==> config.mk <==
export PLATFORM = sky130hd
export DESIGN_NAME = learn_sequencer
export DESIGN_NICKNAME = d
export VERILOG_FILES = /design/src/rtl/learn_sequencer.sv
export SDC_FILE = /design/constraint.sdc
export NUM_CORES = 1
export LEC_CHECK = 0
export ABC_AREA = 1
export BUFFER_PORTS_ARGS = -buffer_cell sky130_fd_sc_hd__buf_2
export CORE_MARGIN = 3
export CORE_UTILIZATION = 53
export DETAILED_ROUTE_END_ITERATION = 7
export GPL_ROUTABILITY_DRIVEN = 0
export MAX_ROUTING_LAYER = met4
export PLACE_DENSITY = 0.78
export SETUP_SLACK_MARGIN = 0.05
export SYNTH_ARGS = -nofsm -noshare
export SYNTH_HDL_FRONTEND = slang
export SYNTH_SLANG_ARGS = --single-unit
==> constraint.sdc <==
create_clock -name clk -period 3.1 [get_ports clk]
set_input_delay 0.465 -clock clk [delete_from_list [all_inputs] [get_ports clk]]
set_output_delay 0.465 -clock clk [all_outputs]
set_load 0.02 [all_outputs]
==> src/rtl/learn_sequencer.sv <==
// rtl/learn_sequencer.sv - turns a fire-mask learning request into per-neuron weight_change passes
//
// Purpose: for each selected output neuron, issue one weight-update pass to
// weight_change (start pulse, potentiate/depress flag, input-address sweep,
// bank select, learning rates), then wait for its completion pulse. Also owns
// the learning-rate registers and their periodic decay.
//
// Ports:
//   clk, rst                   clock, asynchronous active-high reset
//   learn_req, fire_mask       one-cycle request and the neurons that spiked
//   valid_wch                  pass-complete pulse from weight_change
//   eta_load, eta_*_in         rate load, accepted only while idle
//   start_wch                  one-cycle pass start (ip_select is 0 that cycle)
//   spike_hold                 1 = potentiate, 0 = depress
//   ip_select                  input index / weight read address
//   neuron_sel                 active neuron bank
//   del_w_plus, del_w_minus    current learning rates, signed Q(W-12).12
//   busy                       high whenever not idle
//   learn_done                 one-cycle pulse when a request finishes
//   req_dropped                one-cycle pulse: request arrived while busy
//   wch_timeout                one-cycle pulse: a pass was abandoned
module learn_sequencer #(
  parameter int N             = 8,
  parameter int N1            = 784,
  parameter int W             = 24,
  parameter int DEPRESS_ALL   = 1,
  parameter int ETA_PLUS_INIT = 256,
  parameter int ETA_MINUS_INIT = 512,
  parameter int ETA_MIN       = 16,
  parameter int DECAY_PERIOD  = 64,
  parameter int DECAY_SHIFT   = 4,
  parameter int TIMEOUT       = 2048
) (
  input  logic                 clk,
  input  logic                 rst,
  input  logic                 learn_req,
  input  logic [N-1:0]         fire_mask,
  input  logic                 valid_wch,
  input  logic                 eta_load,
  input  logic [W-1:0]         eta_plus_in,
  input  logic [W-1:0]         eta_minus_in,
  output logic                 start_wch,
  output logic                 spike_hold,
  output logic [9:0]           ip_select,
  output logic [$clog2(N)-1:0] neuron_sel,
  output logic [W-1:0]         del_w_plus,
  output logic [W-1:0]         del_w_minus,
  output logic                 busy,
  output logic                 learn_done,
  output logic                 req_dropped,
  output logic                 wch_timeout
);

  localparam int SW = $clog2(N);
  localparam int JW = $clog2(N + 1);
  localparam int TW = $clog2(TIMEOUT + 1);
  localparam int RW = $clog2(DECAY_PERIOD + 2);

  localparam logic [2:0] IDLE  = 3'd0;
  localparam logic [2:0] SCAN  = 3'd1;
  localparam logic [2:0] START = 3'd2;
  localparam logic [2:0] SWEEP = 3'd3;
  localparam logic [2:0] WAIT  = 3'd4;
  localparam logic [2:0] DONE  = 3'd5;

  localparam logic signed [W-1:0] ETA_MIN_S = W'(ETA_MIN);

  logic [2:0]    state;
  logic [N-1:0]  mask;
  logic [JW-1:0] j;
  logic [SW-1:0] jl;
  logic [TW-1:0] tcnt;
  logic [RW-1:0] req_cnt;

  assign jl = j[SW-1:0];

  // eta - eta/2^shift with an arithmetic shift, floored at ETA_MIN.
  function automatic logic [W-1:0] decay(input logic [W-1:0] eta);
    logic signed [W-1:0] s;
    logic signed [W-1:0] d;
    s = $signed(eta);
    d = s - (s >>> DECAY_SHIFT);
    if (d < ETA_MIN_S) d = ETA_MIN_S;
    return $unsigned(d);
  endfunction

  always_ff @(posedge clk or posedge rst) begin
    if (rst) begin
      state       <= IDLE;
      mask        <= '0;
      j           <= '0;
      tcnt        <= '0;
      req_cnt     <= '0;
      start_wch   <= 1'b0;
      spike_hold  <= 1'b0;
      ip_select   <= '0;
      neuron_sel  <= '0;
      del_w_plus  <= W'(ETA_PLUS_INIT);
      del_w_minus <= W'(ETA_MINUS_INIT);
      busy        <= 1'b0;
      learn_done  <= 1'b0;
      req_dropped <= 1'b0;
      wch_timeout <= 1'b0;
    end else begin
      start_wch   <= 1'b0;
      learn_done  <= 1'b0;
      req_dropped <= 1'b0;
      wch_timeout <= 1'b0;

      if (learn_req && state != IDLE) req_dropped <= 1'b1;

      case (state)
        IDLE: begin
          // Load first so a request in the same cycle runs with the new rates.
          if (eta_load) begin
            del_w_plus  <= eta_plus_in;
            del_w_minus <= eta_minus_in;
          end
          if (learn_req) begin
            mask  <= fire_mask;
            j     <= '0;
            busy  <= 1'b1;
            state <= SCAN;
          end
        end

        SCAN: begin
          if (j == JW'(N)) begin
            learn_done <= 1'b1;
            state      <= DONE;
          end else if (mask[jl] || DEPRESS_ALL != 0) begin
            spike_hold <= mask[jl];
            neuron_sel <= jl;
            start_wch  <= 1'b1;
            ip_select  <= '0;
            state      <= START;
          end else if (j == JW'(N - 1)) begin
            // Skipping the last neuron ends the request without an extra scan.
            j          <= j + JW'(1);
            learn_done <= 1'b1;
            state      <= DONE;
          end else begin
            j <= j + JW'(1);
          end
        end

        START: begin
          ip_select <= 10'd1;
          state     <= SWEEP;
        end

        SWEEP: begin
          if (ip_select == 10'(N1 - 1)) begin
            ip_select <= '0;
            tcnt      <= '0;
            state     <= WAIT;
          end else begin
            ip_select <= ip_select + 10'd1;
          end
        end

        WAIT: begin
          if (valid_wch) begin
            j     <= j + JW'(1);
            tcnt  <= '0;
            state <= SCAN;
          end else if (tcnt == TW'(TIMEOUT - 1)) begin
            wch_timeout <= 1'b1;
            j           <= j + JW'(1);
            tcnt        <= '0;
            state       <= SCAN;
          end else begin
            tcnt <= tcnt + TW'(1);
          end
        end

        DONE: begin
          busy  <= 1'b0;
          state <= IDLE;
          if (DECAY_PERIOD != 0) begin
            if (req_cnt == RW'(DECAY_PERIOD - 1)) begin
              req_cnt     <= '0;
              del_w_plus  <= decay(del_w_plus);
              del_w_minus <= decay(del_w_minus);
            end else begin
              req_cnt <= req_cnt + RW'(1);
            end
          end
        end

        default: begin
          busy  <= 1'b0;
          state <= IDLE;
        end
      endcase
    end
  end

endmodule

# Word level (Yosys, flattened, before mapping)
# Cells that the tools add are included.
# W data, S select, Z words.
[classes]
n_addsub = 6
reduce_logical = 16
n_lt_le_gt_ge = 3
eq_ne = 15
mux = 38
n_bitwise = 2
[ops]
columns = ["operator", "count"]
rows = [
  ["$mux W24", 6],
  ["$pmux W24 S2", 2],
  ["$lt A24 B6 Y1 const B", 2],
  ["$sub A24 B20 Y24", 2],
  ["$mux W12", 3],
  ["$pmux W10 S3", 1],
  ["$pmux W12 S2", 1],
  ["$mux W10", 2],
  ["$mux W3", 5],
  ["$pmux W3 S5", 1],
  ["$add A12 B1 Y12 const B", 1],
  ["$eq A12 B11 Y1 const B", 1],
  ["$mux W4", 3],
  ["$add A10 B1 Y10 const B", 1],
  ["$eq A10 B10 Y1 const B", 1],
  ["$mux W1", 10],
  ["$ne A2 B2 Y1 const B", 5],
  ["$reduce_and A2 Y1", 5],
  ["$reduce_and A3 Y1", 3],
  ["$pmux W4 S2", 1],
  ["$add A7 B1 Y7 const B", 1],
  ["$eq A7 B6 Y1 const B", 1],
  ["$mux W7", 1],
  ["$eq A3 B2 Y1 const B", 2],
  ["other kinds (14)", 19],
]
[word_totals]
word_cells = 95
out_inout_bits = 67
ff_bits = 101
in_bits = 61

# Logic depth before layout (Yosys ltp)
[depth]
depth_word = 5
ltp_mapped = 23
ltp_nobuf = 22

# Worst setup path after synthesis
# Ideal clock, no wire load.
[synth_path]
path_kind = "reg-to-reg"
startpoint = "register del_w_plus[0]"
endpoint = "register del_w_plus[6]"
setup_time_ns = 0.087
n_path_buf = 1
path_stages_with_launch = 22
synth_period_minus_slack_ns = 3.033
required_time_ns = 3.013
t_arrival_ns = 2.946
setup_slack_ns = 0.067
path_cell_list = "dfrtp_1 > inv_1 > ha_1 > fa_1 > nor2_1 > nand3_1 > nand2_1 > nand2_1 > nand2_1 > nand2_1 > nand3_1 > nand3_1 > nor2_1 > nand2_1 > nor2_1 > ha_1 > inv_1 > nand2_1 > clkinv_1 > buf_2 > nand3_1 > a22oi_1"
[synth_via]
elab_chain_len = 5
[synth_lines]
columns = ["element", "line", "text"]
rows = [
  ["start, declared", "46", "output logic [W-1:0] del_w_plus,"],
  ["start signal, assigned", "98", "del_w_plus <= W'(ETA_PLUS_INIT);"],
  ["start signal, assigned", "116", "del_w_plus <= eta_plus_in;"],
  ["start signal, assigned", "183", "del_w_plus <= decay(del_w_plus);"],
  ["$sub A24 B20 Y24 *", "82", "d = s - (s >>> DECAY_SHIFT);"],
  ["$lt A24 B6 Y1", "83", "if (d < ETA_MIN_S) d = ETA_MIN_S;"],
  ["$mux W24 *", "83", ""],
  ["$mux W24 *", "181", "if (req_cnt == RW'(DECAY_PERIOD - 1)) begin"],
  ["$pmux W24 S2 *", "112", "case (state)"],
]
# Every way passes the cells marked *; elsewhere a longest branch is shown, timed or not. The select of a mux whose other input is x is not followed.
# A chain may end at the register's enable or synchronous reset.

# Worst setup path in the final report
[layout_path]
startpoint = "register del_w_minus[9]"
endpoint = "register del_w_minus[12]"
[layout_via]
elab_chain_len = 5
[layout_lines]
columns = ["element", "line", "text"]
rows = [
  ["start, declared", "47", "output logic [W-1:0] del_w_minus,"],
  ["start signal, assigned", "99", "del_w_minus <= W'(ETA_MINUS_INIT);"],
  ["start signal, assigned", "117", "del_w_minus <= eta_minus_in;"],
  ["start signal, assigned", "184", "del_w_minus <= decay(del_w_minus);"],
  ["$sub A24 B20 Y24 *", "82", ""],
  ["$lt A24 B6 Y1", "83", ""],
  ["$mux W24 *", "83", ""],
  ["$mux W24 *", "181", ""],
  ["$pmux W24 S2 *", "112", ""],
]
# Marks and branches as above.

==> results by group <==
Run status
  • Status: finished with violations
  • Failing checks: negative setup slack

Worst setup path
  • Worst Path Max Fanout: 8
  • FF-to-FF Start: del_w_minus[9]
  • R2R Setup Slk: -0.05 ns
  • Critical Path RT: 3.38 ns
  • Critical path arrival: 3.43 ns
  • Worst r2r dst: del_w_minus[12]
  • Worst Setup EP: del_w_minus[12]
  • Crit Path Category: reg2reg
  • Reg2Reg Depth: 20
  • Critical path launch point: del_w_minus[9]
  • CP Capture Type: flop
  • Startpoint types: flop

Logic synthesis
  • Average cell area after synthesis: 6.58 um2
  • Net Count, Synth: 1346
  • Ys Warns: 0
  • Netlist cell types: 45
  • Sequential fraction of the synthesis area: 31.3%
  • Number of synthesized flops with an enable pin: 0
  • Cells after Synth: 1230
  • Post-synth ARST share: 100%
  • Netlist Area Pre-Place: 8100 um2
  • #FFs+latches synth: 101
  • Ys flop type: dfrtp_1

Finish
  • FILL cells: 1181
  • Final core occ: 71.1%
  • Layout area overhead: 29.6%
  • Final cell count without fillers: 1587
  • Nets: 1515
  • # diodes: 0
  • Share of cells above drive strength 1: 28.7%

Pwr
  • P_sw: 0.621 mW
  • Power Density: 249 nW/um2
  • Leakage power: 5.65 nW
  • Power share of the clock group: 46.5%
  • Sw Share: 23.8%
  • Register share of total power: 50.4%
  • Combinational Power Share: 3.1%
  • Internal Dissipation: 1.99 mW
  • Worst vdd ir: 0.252 mV

Clocking
  • Cts hold-fix bufs: 0
  • CTS root buf: clkbuf_16
  • Clock sinks: 101
  • CTS Buffer Depth: 2
  • Clk slew on worst S/H paths: 0.08 ns
  • Worst-Skew Late Latency: 0.36 ns
  • CTS tree: yes
  • Num CTS Buffers: 9
  • Htree depth: 3

GRT
  • Antenna violations before repair: 0
  • Gr usage total: 28.8%
  • Vias in the first global route: 8175
  • Grt total ovfl: 0
  • First-pass GRT wire length: 38400 um
  • Largest net degree at the start of global routing: 102

Placement
  • IO Port Bufs: 127
  • Pre-CTS WS: -0.116 ns
  • DP Wirelength: 18000 um
  • Post-Place Cells: 1547

Floorplan
  • # rows: 44
  • Die Area: 16800 um2
  • I/O Pins: 128
  • Die width: 130 um
  • Starting density of the core: 54.9%
  • Core Region: 14800 um2
  • Chip height: 130 um

Timing
  • Normalized max-slew margin: 30.2%
  • Period Utilization, post-route: 102%
  • Clk_skew: 0.00696 ns
  • Setup_tns: -0.273 ns
  • Hold Violations, Final: 0
  • Highest Clock Rate: 317 MHz
  • RSZ-0062 raised after global routing: yes
  • Tmin final: 3.15 ns
  • Worst-Margin Slew: 1.05 ns
  • Hold_ws: 0.241 ns
  • Final worst slack: -0.0535 ns
  • # setup viols final: 13
  • Max Transition Viols Final: 0

Routing
  • Via count: 9028
  • Wirelength per Cell: 16.0 um
  • # DRC: 0
  • TritonRoute pass-1 iters: 7
  • Post-DRT Antenna Nets: 0
  • Final wirelength: 25400 um
  • Starting DRT DRC Count: 1010
  • Vias/cell: 5.69

Worst hold path
  • Hold Crit Class: in2async

Run
  • Max-cap viol count: 0
[kinds of logic after synthesis]
logic type,Yosys count,synth area share [%]
adders and majority gates,55,8.69
and+or+nand+nor,640,33.9
xor gates and xnor gates,15,1.62
DFF,101,31.3
buffers and inverters,226,10.8
AOI/OAI and AO/OA,193,13.7
[final cells by class]
class	instances	area (um2)	share of cell area, %
timing repair buffer	177	1070	10.2
inverter	207	783	7.47
clock inverter	6	77.6	0.740
multi-input combinational	903	5560	53.0
tap	184	230	2.19
clock buffer	9	225	2.15
sequential	101	2540	24.2
[registers in the layout, summed over array words and instances (netlist names), 3 cells and up]
signal	cells
del_w_minus	24
neuron_sel	3
ip_select	10
state	3
del_w_plus	24
mask	8
tcnt	12
j	4
req_cnt	7
[routing by layer]
layer,share of wire [%],vias to the layer above,global-route usage (%)
met1,44,4208,39.8
met3,7.1,73,3.54
met4,2.5,0,9.41
met2,47,415,44.0
met5,0,-,-
li1,-,4332,-
[critical path: stages, from the launching register on]
cell and delay (ns):
dfstp_2 0.55, buf_4 0.13, ha_4 0.22, nand2_2 0.13, inv_1 0.05, nand2_1 0.06, nand2_1 0.10, inv_1 0.12
nand3_4 0.12, xnor2_2 0.18, nand2_1 0.11, nor2_4 0.12, nand4_1 0.13, nor2_2 0.13, ha_1 0.25, inv_2 0.08
nand2_4 0.07, inv_4 0.11, buf_12 0.15, nand3_1 0.09, a22oi_1 0.16
[what timing repair did]
item	in CTS	in global routing
setup buffers	0	24
pin swaps	7	51
gates resized for setup	34	188
endpoints found under the setup margin	46	46
gates cloned	0	1
[cell usage after synthesis, types with 3 or more instances]
master | instances | area (um2)
nand2_2 | 3 | 18.8
nor4_1 | 7 | 43.8
o21bai_1 | 6 | 45.0
buf_2 | 3 | 15.0
a21oi_1 | 88 | 440
dfrtp_1 | 99 | 2480
nand3_1 | 90 | 450
nand3b_1 | 12 | 90.1
o22ai_1 | 6 | 37.5
nand2_1 | 382 | 1430
xor2_1 | 10 | 87.6
inv_1 | 199 | 747
buf_6 | 3 | 33.8
nor2_1 | 87 | 327
a22oi_1 | 35 | 263
a31oi_1 | 4 | 25.0
nor2_2 | 8 | 50.1
o21ai_0 | 46 | 230
ha_1 | 53 | 663
clkbuf_1 | 12 | 45.0
or2_2 | 3 | 18.8
xnor2_1 | 5 | 43.8
nor3_1 | 20 | 100
inv_2 | 6 | 22.5
nand4_1 | 16 | 100
[power groups by stage]
stage          combinational [mW]  clock (mW)  sequential [mW]
3_5_place_dp               0.0809           0             1.34
6_report                   0.0806        1.21             1.32
2_1_floorplan              0.0271           0             1.34
3_3_place_gp               0.0795           0             1.34
4_1_cts                    0.0812        1.23             1.32
5_1_grt                    0.0912        1.28             1.32
[cell usage in the layout, fill, tap and decap left out, types with 3 or more instances in the layout]
cell	instances
nor3_2	4
nand2_2	49
nand3b_1	12
a31oi_1	4
o21ai_1	9
ha_1	20
buf_2	127
nor4_1	6
nand3_1	69
a22oi_1	19
xor2_1	10
nand4_1	16
or2_2	3
xnor2_1	3
inv_1	193
nand3_4	7
nor3_1	17
nor2_2	28
a21oi_2	12
clkbuf_16	10
dfrtp_1	91
ha_2	10
nand3_2	15
nor2_1	63
buf_4	44
a22oi_2	16
inv_2	12
nand2_1	332
dfrtp_2	8
nor2_4	5
a21oi_1	76
o22ai_1	6
ha_4	23
nand2_4	6
o21ai_0	35
o21bai_1	6
buf_12	3
[worst min path at each step]
stage / startpoint / to / slack (ns) / cells past startpoint
after floorplan: mask[0] / mask[0] / 0.44 / 2
after global placement: mask[0] / mask[0] / 0.46 / 2
after detailed placement: mask[2] / mask[2] / 0.47 / 2
after CTS: fire_mask[3] / mask[3] / 0.29 / 3
after global routing: rst / del_w_plus[14] / 0.29 / 3
final: rst / del_w_plus[14] / 0.24 / 3
[metrics by stage]
| stage | area (um2) | power (mW) |
|---|---|---|
| finish | 10500 | 2.61 |
| global route | 10500 | 2.69 |
| CTS | 9550 | 2.63 |
| detailed placement | 9090 | 1.42 |
| global placement | 9090 | 1.42 |
| floorplan | 8100 | 1.37 |
Note: power is estimated with default switching activity, not from simulation.
